## config.mk

```make
export PLATFORM = sky130hd
export DESIGN_NAME = gcd_operand_feeder
export DESIGN_NICKNAME = d
export VERILOG_FILES = /design/src/rtl/gcd_pkg.sv /design/src/rtl/gcd_pair_fifo.sv /design/src/rtl/gcd_operand_feeder.sv
export SDC_FILE = /design/constraint.sdc
export NUM_CORES = 1
export LEC_CHECK = 0
export BUFFER_PORTS_ARGS = -buffer_cell sky130_fd_sc_hd__buf_2
export CAP_MARGIN = 20
export CORE_ASPECT_RATIO = 1.1
export CORE_MARGIN = 10
export CORE_UTILIZATION = 52
export CTS_CLUSTER_DIAMETER = 100
export CTS_CLUSTER_SIZE = 12
export DETAILED_ROUTE_END_ITERATION = 8
export GPL_TIMING_DRIVEN = 0
export PLACE_DENSITY = 0.86
export SLEW_MARGIN = 10
export SYNTH_ARGS = -nofsm -noshare
export SYNTH_HDL_FRONTEND = slang
export SYNTH_SLANG_ARGS = --single-unit
export TNS_END_PERCENT = 5
```

## constraint.sdc

```tcl
create_clock -name clk -period 5.1 [get_ports clk]
set_clock_uncertainty 0.15 [all_clocks]
set_input_delay 0 -clock clk [delete_from_list [all_inputs] [get_ports clk]]
set_output_delay 0 -clock clk [all_outputs]
set_load 0.05 [all_outputs]
```

## src/rtl/gcd_pkg.sv

```systemverilog
// Shared definitions for the GCD operand feeder and its storage.
package gcd_pkg;

  localparam int GCD_W          = 32;
  localparam int GCD_FIFO_DEPTH = 4;
  localparam int GCD_CNT_W      = 16;

  // One operand pair as presented to the GCD start method.
  typedef struct packed {
    logic [GCD_W-1:0] a;
    logic [GCD_W-1:0] b;
  } gcd_pair_t;

endpackage

```

## src/rtl/gcd_pair_fifo.sv

```systemverilog
// Circular buffer for operand pairs: push/pop, fill count, head read and a
// synchronous clear that also zeroes the storage.
module gcd_pair_fifo #(
  parameter int DW    = 64,
  parameter int DEPTH = 4,
  localparam int AW   = $clog2(DEPTH),
  localparam int CNTW = AW + 1
) (
  input  logic            clk,
  input  logic            clear,
  input  logic            push,
  input  logic [DW-1:0]   push_data,
  input  logic            pop,
  output logic [DW-1:0]   head,
  output logic [CNTW-1:0] count
);

  logic [DW-1:0] mem [DEPTH];
  logic [AW-1:0] wr_ptr;
  logic [AW-1:0] rd_ptr;
  logic          do_push;
  logic          do_pop;

  // Guard against overflow/underflow so a misbehaving caller cannot corrupt
  // the pointers.
  assign do_push = push && (count < CNTW'(DEPTH));
  assign do_pop  = pop && (count != '0);

  // Head entry reads as zero whenever nothing is buffered.
  assign head = (count == '0) ? '0 : mem[rd_ptr];

  // Storage, pointers and fill level; pointers wrap naturally at DEPTH.
  always_ff @(posedge clk) begin
    if (clear) begin
      for (int i = 0; i < DEPTH; i++) begin
        mem[i] <= '0;
      end
      wr_ptr <= '0;
      rd_ptr <= '0;
      count  <= '0;
    end else begin
      if (do_push) begin
        mem[wr_ptr] <= push_data;
        wr_ptr      <= wr_ptr + AW'(1);
      end
      if (do_pop) begin
        rd_ptr <= rd_ptr + AW'(1);
      end
      if (do_push && !do_pop) begin
        count <= count + CNTW'(1);
      end else if (do_pop && !do_push) begin
        count <= count - CNTW'(1);
      end
    end
  end

endmodule

```

## src/rtl/gcd_operand_feeder.sv

```systemverilog
// Buffers operand pairs and issues them to the GCD start method when the core
// is ready, the result drain is idle this cycle, and the number of undrained
// jobs is below MAX_OUT. Zero-operand pairs are dropped and counted, since the
// subtractive core would never terminate on them.
//
// Handshakes: a pair transfers on any cycle with in_valid && in_ready;
// in_ready depends only on registered state. EN_start is a strobe that the
// GCD core takes as a start whenever it is high (it is only raised with
// RDY_start high). A result is drained on get_en && get_rdy.
module gcd_operand_feeder
  import gcd_pkg::*;
#(
  parameter int W       = GCD_W,
  parameter int DEPTH   = GCD_FIFO_DEPTH,
  parameter int MAX_OUT = 1,
  parameter int CW      = GCD_CNT_W
) (
  input  logic                       clk,
  input  logic                       rst,
  input  logic                       in_valid,
  output logic                       in_ready,
  input  logic [W-1:0]               in_a,
  input  logic [W-1:0]               in_b,
  output logic [W-1:0]               start_a,
  output logic [W-1:0]               start_b,
  output logic                       EN_start,
  input  logic                       RDY_start,
  input  logic                       get_en,
  input  logic                       get_rdy,
  output logic [$clog2(DEPTH):0]     occupancy,
  output logic [CW-1:0]              issued_count,
  output logic [CW-1:0]              drop_count,
  output logic                       drop_pulse
);

  localparam int OCC_W = $clog2(DEPTH) + 1;
  localparam int OW    = $clog2(MAX_OUT + 1);

  logic [2*W-1:0] head;
  logic           accepted;
  logic           is_zero;
  logic           push;
  logic           drain;
  logic [OW-1:0]  out_cnt;

  assign in_ready = !rst && (occupancy < OCC_W'(DEPTH));
  assign accepted = in_valid && in_ready;
  assign is_zero  = (in_a == '0) || (in_b == '0);
  assign push     = accepted && !is_zero;

  // A drain with nothing outstanding is ignored so out_cnt cannot underflow.
  assign drain    = get_en && get_rdy && (out_cnt != '0);

  // Start and getResult are mutually exclusive in the wrapper, so a drain
  // request in this cycle blocks the issue.
  assign EN_start = !rst && (occupancy != '0) && RDY_start && !get_en &&
                    (out_cnt < OW'(MAX_OUT));

  assign start_a = head[2*W-1:W];
  assign start_b = head[W-1:0];

  gcd_pair_fifo #(
    .DW    (2 * W),
    .DEPTH (DEPTH)
  ) u_fifo (
    .clk       (clk),
    .clear     (rst),
    .push      (push),
    .push_data ({in_a, in_b}),
    .pop       (EN_start),
    .head      (head),
    .count     (occupancy)
  );

  // Jobs issued but not yet drained; issue and drain together cancel.
  always_ff @(posedge clk) begin
    if (rst) begin
      out_cnt <= '0;
    end else if (EN_start && !drain) begin
      out_cnt <= out_cnt + OW'(1);
    end else if (drain && !EN_start) begin
      out_cnt <= out_cnt - OW'(1);
    end
  end

  // Issue/drop statistics; issued wraps, dropped saturates.
  always_ff @(posedge clk) begin
    if (rst) begin
      issued_count <= '0;
      drop_count   <= '0;
      drop_pulse   <= 1'b0;
    end else begin
      if (EN_start) begin
        issued_count <= issued_count + CW'(1);
      end
      if (accepted && is_zero && (drop_count != '1)) begin
        drop_count <= drop_count + CW'(1);
      end
      drop_pulse <= accepted && is_zero;
    end
  end

endmodule

```

======== Word level (Yosys, flattened, before mapping) ========
Memories as Yosys holds them, arrays and structs flattened. A register that Yosys moved wholly into a read port is not among the register bits.
Cells that the tools add are included.
operators by class
  add/subtract/negate cells ............... 8
  multiplexer cells ....................... 15
  reductions and logical operators ........ 32
  eq/ne operators ......................... 1
  order comparisons ....................... 2
operators with widths
  cell                                                                number
  64-bit 2-to-1 mux                                                   2
  32-bit zero test                                                    2
  64-bit OR reduction                                                 1
  16-bit by 1-bit adder with 16-bit output, second input constant     2
  1-bit logical AND                                                   17
  16-bit inequality test, second input constant                       1
  1-bit 2-to-1 mux                                                    8
  1-bit zero test                                                     7
  2-bit 2-to-1 mux                                                    3
  3-bit 2-to-1 mux                                                    2
  2-bit by 1-bit adder with 2-bit output, second input constant       2
  2-bit nonzero test                                                  2
  3-bit by 1-bit adder with 3-bit output, second input constant       1
  3-bit zero test                                                     1
  3-bit less-than comparator, second input constant                   1
  3-bit nonzero test                                                  1
  3-bit by 1-bit subtractor with 3-bit output, second input constant  1
  1-bit adder, second input constant                                  1
  1-bit logical OR                                                    1
  1-bit less-than comparator, second input constant                   1
  1-bit subtractor, second input constant                             1
word-level totals
  word-level logic and storage cells ...... 66
  output and inout bits ................... 102
  bits in registers ....................... 41
  input port bits ......................... 70
  memory bits (writable) .................. 256
  memories kept ........................... 1
memories
  memory      words  width  rd ports  clocked after Yosys merged registers in  wr ports  RTL line             source
  u_fifo.mem  4      64     1         1                                        4         gcd_pair_fifo.sv:18  logic [DW-1:0] mem [DEPTH];

======== Depth between registers and ports, before layout ========
  depth after elaboration ................. 10
  depth in mapped cells ................... 10
  mapped depth without buffers ............ 9

======== Hierarchy ========
Synthesis repeated with hierarchy kept, for this count alone.
unflattened totals
  cells, all modules ...................... 948
  area total of the unflattened synthesis .. 13731.9 µm²
modules (own cells, without submodules)
  module              cells each  area each (µm²)  times used  seq. area each (µm²)
  gcd_pair_fifo       736         11947.7          1           7867.5
  gcd_operand_feeder  212         1784.2           1           680.7

======== Worst setup path before layout ========
No wires, ideal clock.
  path type ............................... register to register
  start point ............................. reg u_fifo.count[2]
  end point ............................... mem u_fifo.mem[3][0] (enable)
  period minus slack after synthesis ...... 5.934 ns
  arrival time ............................ 5.277 ns
  slack ................................... -0.834 ns
  cell stages (with the launch flop) ...... 7
  data required time ...................... 4.443 ns
  cells stage by stage .................... dfxtp_1 -> nor2_1 -> and2_1 -> o221a_2 -> clkbuf_1 -> a21oi_1 -> a21oi_1
RTL lines
  item                      RTL line             source
  start: declaration        gcd_pair_fifo.sv:15  output logic [CNTW-1:0] count
  start signal: assignment  gcd_pair_fifo.sv:50  count <= count + CNTW'(1);
  start signal: assignment  gcd_pair_fifo.sv:52  count <= count - CNTW'(1);
  end: declaration          gcd_pair_fifo.sv:18

==> reports/results.ini <==
[die]
ios = 172
die_area_um2 = 32800
fp.dieW_um = 173
core_area_um2 = 25400
die_h_um = 189
start_util = 0.530
rows = 61

[setup_path]
r2r_cells = 8
cp.arrival_ns = 3.59
end_kind = register
critPathMaxStageDelay_ns = 0.77
path_max_fanout = 18
timing.rr.end = u_fifo.mem[3][43]$_DFFE_PP_
path_class = in -> reg
worst_setup_path_start_kind = primary input
r2r-start = u_fifo.count[2]$_SDFFE_PP0P_
cp_slowest_cell = a21oi_4
rrSetupSlack_ns = 1.68
cp_cell_sequence = dlygate4sd3_1 -> buf_2 -> nor4_1 -> nand4_1 -> o221a_2 -> clkbuf_1 -> a21oi_4 -> buf_16 -> buf_8
critPathRequiredTime_ns = 5.18

[detailed_routing]
drc_errors = 0
final_antenna_net_count = 0
routed_wirelength_mm = 33.0
routed_via_density = 5.52
post_drt_wl_per_cell_um = 20.7
vias = 8790
drt_pass1_iterations = 5
drt-initial-drc-count = 577

[timing]
fmax_mhz = 285
slew_headroom = 0.437
worst_pin_slew_ns = 0.843
fin_crit_sh = 0.687
setup_viol = 0
slew_viol_final = 0
hold_viol = 0
post-route-min-period_ns = 3.50
timing.setup.tns_ns = 0
whs_ns = 0.179
rsz0062_at_grt = false

[synth]
syn_nets = 1014
ys.warnings.count = 0
synth.cell_area_um2 = 13500
synthSimpleGateAreaFrac = 0.202
synth_top_family_by_area = simple AND/OR/NAND/NOR gates
ys_seq_elements = 299
synth.area.mux_share = 0.109
synth_compound_area_frac = 0.0194
avgSynthCellArea_um2 = 14.3
synth.distinct_cells = 40
ys_seq_area_frac = 0.634
synthAdderAreaFrac = 0.00427
postSynthCellCount = 940
synthXorXnorAreaFrac = 0.0117

[final_layout]
finish.utilization = 0.649
drive_gt1_frac = 0.234
nets = 1294
syn_to_final_growth_pct = 22.3
finalInstanceArea_um2 = 16500
final_cells = 1591

[clocking]
clockBufferDepth = 3
clock_sinks = 299
tritoncts = built
cts_root_buf = clkbuf_16
cts_hold_buf = 73
h-tree-depth = 1
cts_inserted_buffers = 28
cts.repair.resized = 0
clk_latency_ns = 0.53
post_cts_buffers = 0
clkTransAtPathRegs_ns = 0.06

[global_route]
grt-ovfl-total = 0
met1_usage = 0.241
busiest_layer = met2
grt_usage = 0.200
grt_use_met2 = 0.348
antenna_found_initial = 4
grt_max_degree = 44
grtUsageMet3 = 0.0486
grt_pass1_wl_mm = 52.3
grt_pass1_vias = 9576

[power_and_ir_drop]
power_leakage_nw = 6.25
irDropWorstVdd_v = 0.000206
p_per_area_nw_per_um2 = 357

[hold_path]
hp-class = in -> reg
min_from = in_b[21]
whs_path_depth = 3
hold_end = u_fifo.mem[1][21]$_SDFFCE_PN0P_

[job]
drv_cap = 0

[placement]
gp_congestion = 0.852
dpl_cell_area_um2 = 14900
dp_hpwl_mm = 21.8
dp_cells = 1463
numPortBuffers = 171

[run_status]
outcome = finished, final reports clean

==> critical path: cells and delay by family <==
kind	cells	cell delay [ns]
buf+inv	5	1.42
simple gates	2	0.88
compound gates	2	1.25
==> flip-flops by register name (all words and copies together), names as in the netlist, named ones only <==
register / count
u_fifo.rd_ptr: 2
issued_count: 16
u_fifo.wr_ptr: 2
u_fifo.count: 3
drop_pulse: 1
u_fifo.mem: 256
out_cnt: 1
drop_count: 16
==> placed cells by master, fill, tap and decap left out, types with 2 or more instances in the layout <==
| cell type | Yosys | layout |
|---|---|---|
| and2_1 | 323 | 323 |
| edfxtp_1 | 256 | 256 |
| buf_2 | 7 | 178 |
| dlygate4sd3_1 | 0 | 73 |
| clkbuf_1 | 48 | 70 |
| mux4_2 | 64 | 64 |
| dfxtp_1 | 43 | 43 |
| clkbuf_16 | 0 | 29 |
| nor2_1 | 23 | 23 |
| a21oi_1 | 21 | 20 |
| nor4_1 | 16 | 16 |
| nand4_1 | 15 | 15 |
| nand2_1 | 15 | 15 |
| o31ai_1 | 12 | 12 |
| or4_1 | 12 | 12 |
| nand3_1 | 10 | 10 |
| xnor2_1 | 10 | 10 |
| xor2_1 | 8 | 8 |
| nor3_1 | 7 | 7 |
| or3_1 | 6 | 6 |
| o21ai_0 | 6 | 6 |
| inv_1 | 5 | 5 |
| buf_16 | 0 | 5 |
| diode_2 | 0 | 4 |
| and3_1 | 4 | 4 |
| and4_1 | 4 | 4 |
| or2_4 | 0 | 3 |
| ha_1 | 3 | 3 |
| nor3b_1 | 2 | 2 |
| clkbuf_2 | 2 | 2 |
| nor2b_1 | 2 | 2 |
==> kinds of logic after synthesis <==
kind of cell	Yosys count
AOI/OAI and AO/OA	43
xor gates and xnor gates	18
adders and majority gates	4
buffers and inverters	64
DFF	299
muxes	66
and+or+nand+nor	446
==> cell usage after synthesis, drive strengths merged <==
cell | count | share of area
fa | 1 | 0.0015
or4b | 1 | 0.0010
ha | 3 | 0.0028
mux2 | 1 | 0.00084
or3 | 6 | 0.0028
nand3 | 10 | 0.0037
xnor2 | 10 | 0.0065
o22a | 1 | 0.00065
nor2b | 2 | 0.00093
mux2i | 1 | 0.00074
dfxtp | 43 | 0.064
nand4 | 15 | 0.0070
or2 | 3 | 0.0014
xor2 | 8 | 0.0052
nand2 | 15 | 0.0042
nor4b | 1 | 0.00065
and2 | 323 | 0.15
inv | 6 | 0.0017
nor2 | 24 | 0.0069
a21o | 1 | 0.00056
nor3 | 7 | 0.0026
mux4 | 64 | 0.11
buf | 8 | 0.0034
o41ai | 1 | 0.00065
and3 | 4 | 0.0019
or4 | 12 | 0.0067
and4 | 4 | 0.0026
o221a | 1 | 0.00084
nor3b | 2 | 0.0011
clkbuf | 50 | 0.014
a21oi | 21 | 0.0078
o21ai | 6 | 0.0022
nor4 | 17 | 0.0090
o31ai | 12 | 0.0067
edfxtp | 256 | 0.57
==> per-stage QoR <==
step | worst slack, ns | power, mW
after global routing | 1.51 | 6.10
final | 1.60 | 5.88
after global placement | -0.356 | 3.95
after floorplan | 0.604 | 3.65
after CTS | 1.60 | 5.92
after detailed placement | 1.60 | 3.99
==> final cells by class <==
type / instances / area [µm²]
flip-flops and latches: 299 / 8550
fillers: 1793 / 8930
diodes: 4 / 10.0
repair buffers: 250 / 1740
plain buffers: 58 / 236
multi-input cells: 577 / 4680
clock buffers: 51 / 808
well taps: 346 / 433
inverters: 6 / 22.5
==> per-layer routing <==
layer	wire length, µm	vias to the layer above
li1	-	4019
met1	12400	4331
met2	16900	383
met3	2910	57
met4	732	0
met5	0	-
==> power breakdown <==
group	internal (mW)	total (mW)	switching, mW
Sequential	2.84	2.89	0.0479
Combinational	0.352	1.10	0.744
Clock	1.06	1.90	0.840
==> how the worst max path moves through the flow <==
stage	from	end	slack [ns]	depth (start not counted)
floorplan	u_fifo.count[2]$_SDFFE_PP0P_	u_fifo.mem[3][0]$_DFFE_PP_	0.60	6
global placement	in_b[25]	u_fifo.mem[3][29]$_DFFE_PP_	-0.36	6
detailed placement	in_b[25]	u_fifo.mem[3][40]$_DFFE_PP_	1.60	8
CTS	in_a[6]	u_fifo.mem[3][43]$_DFFE_PP_	1.60	9
global route	in_b[25]	u_fifo.mem[3][46]$_DFFE_PP_	1.51	9
finish	in_b[25]	u_fifo.mem[3][43]$_DFFE_PP_	1.60	9
(Power assumes the default switching activity.)
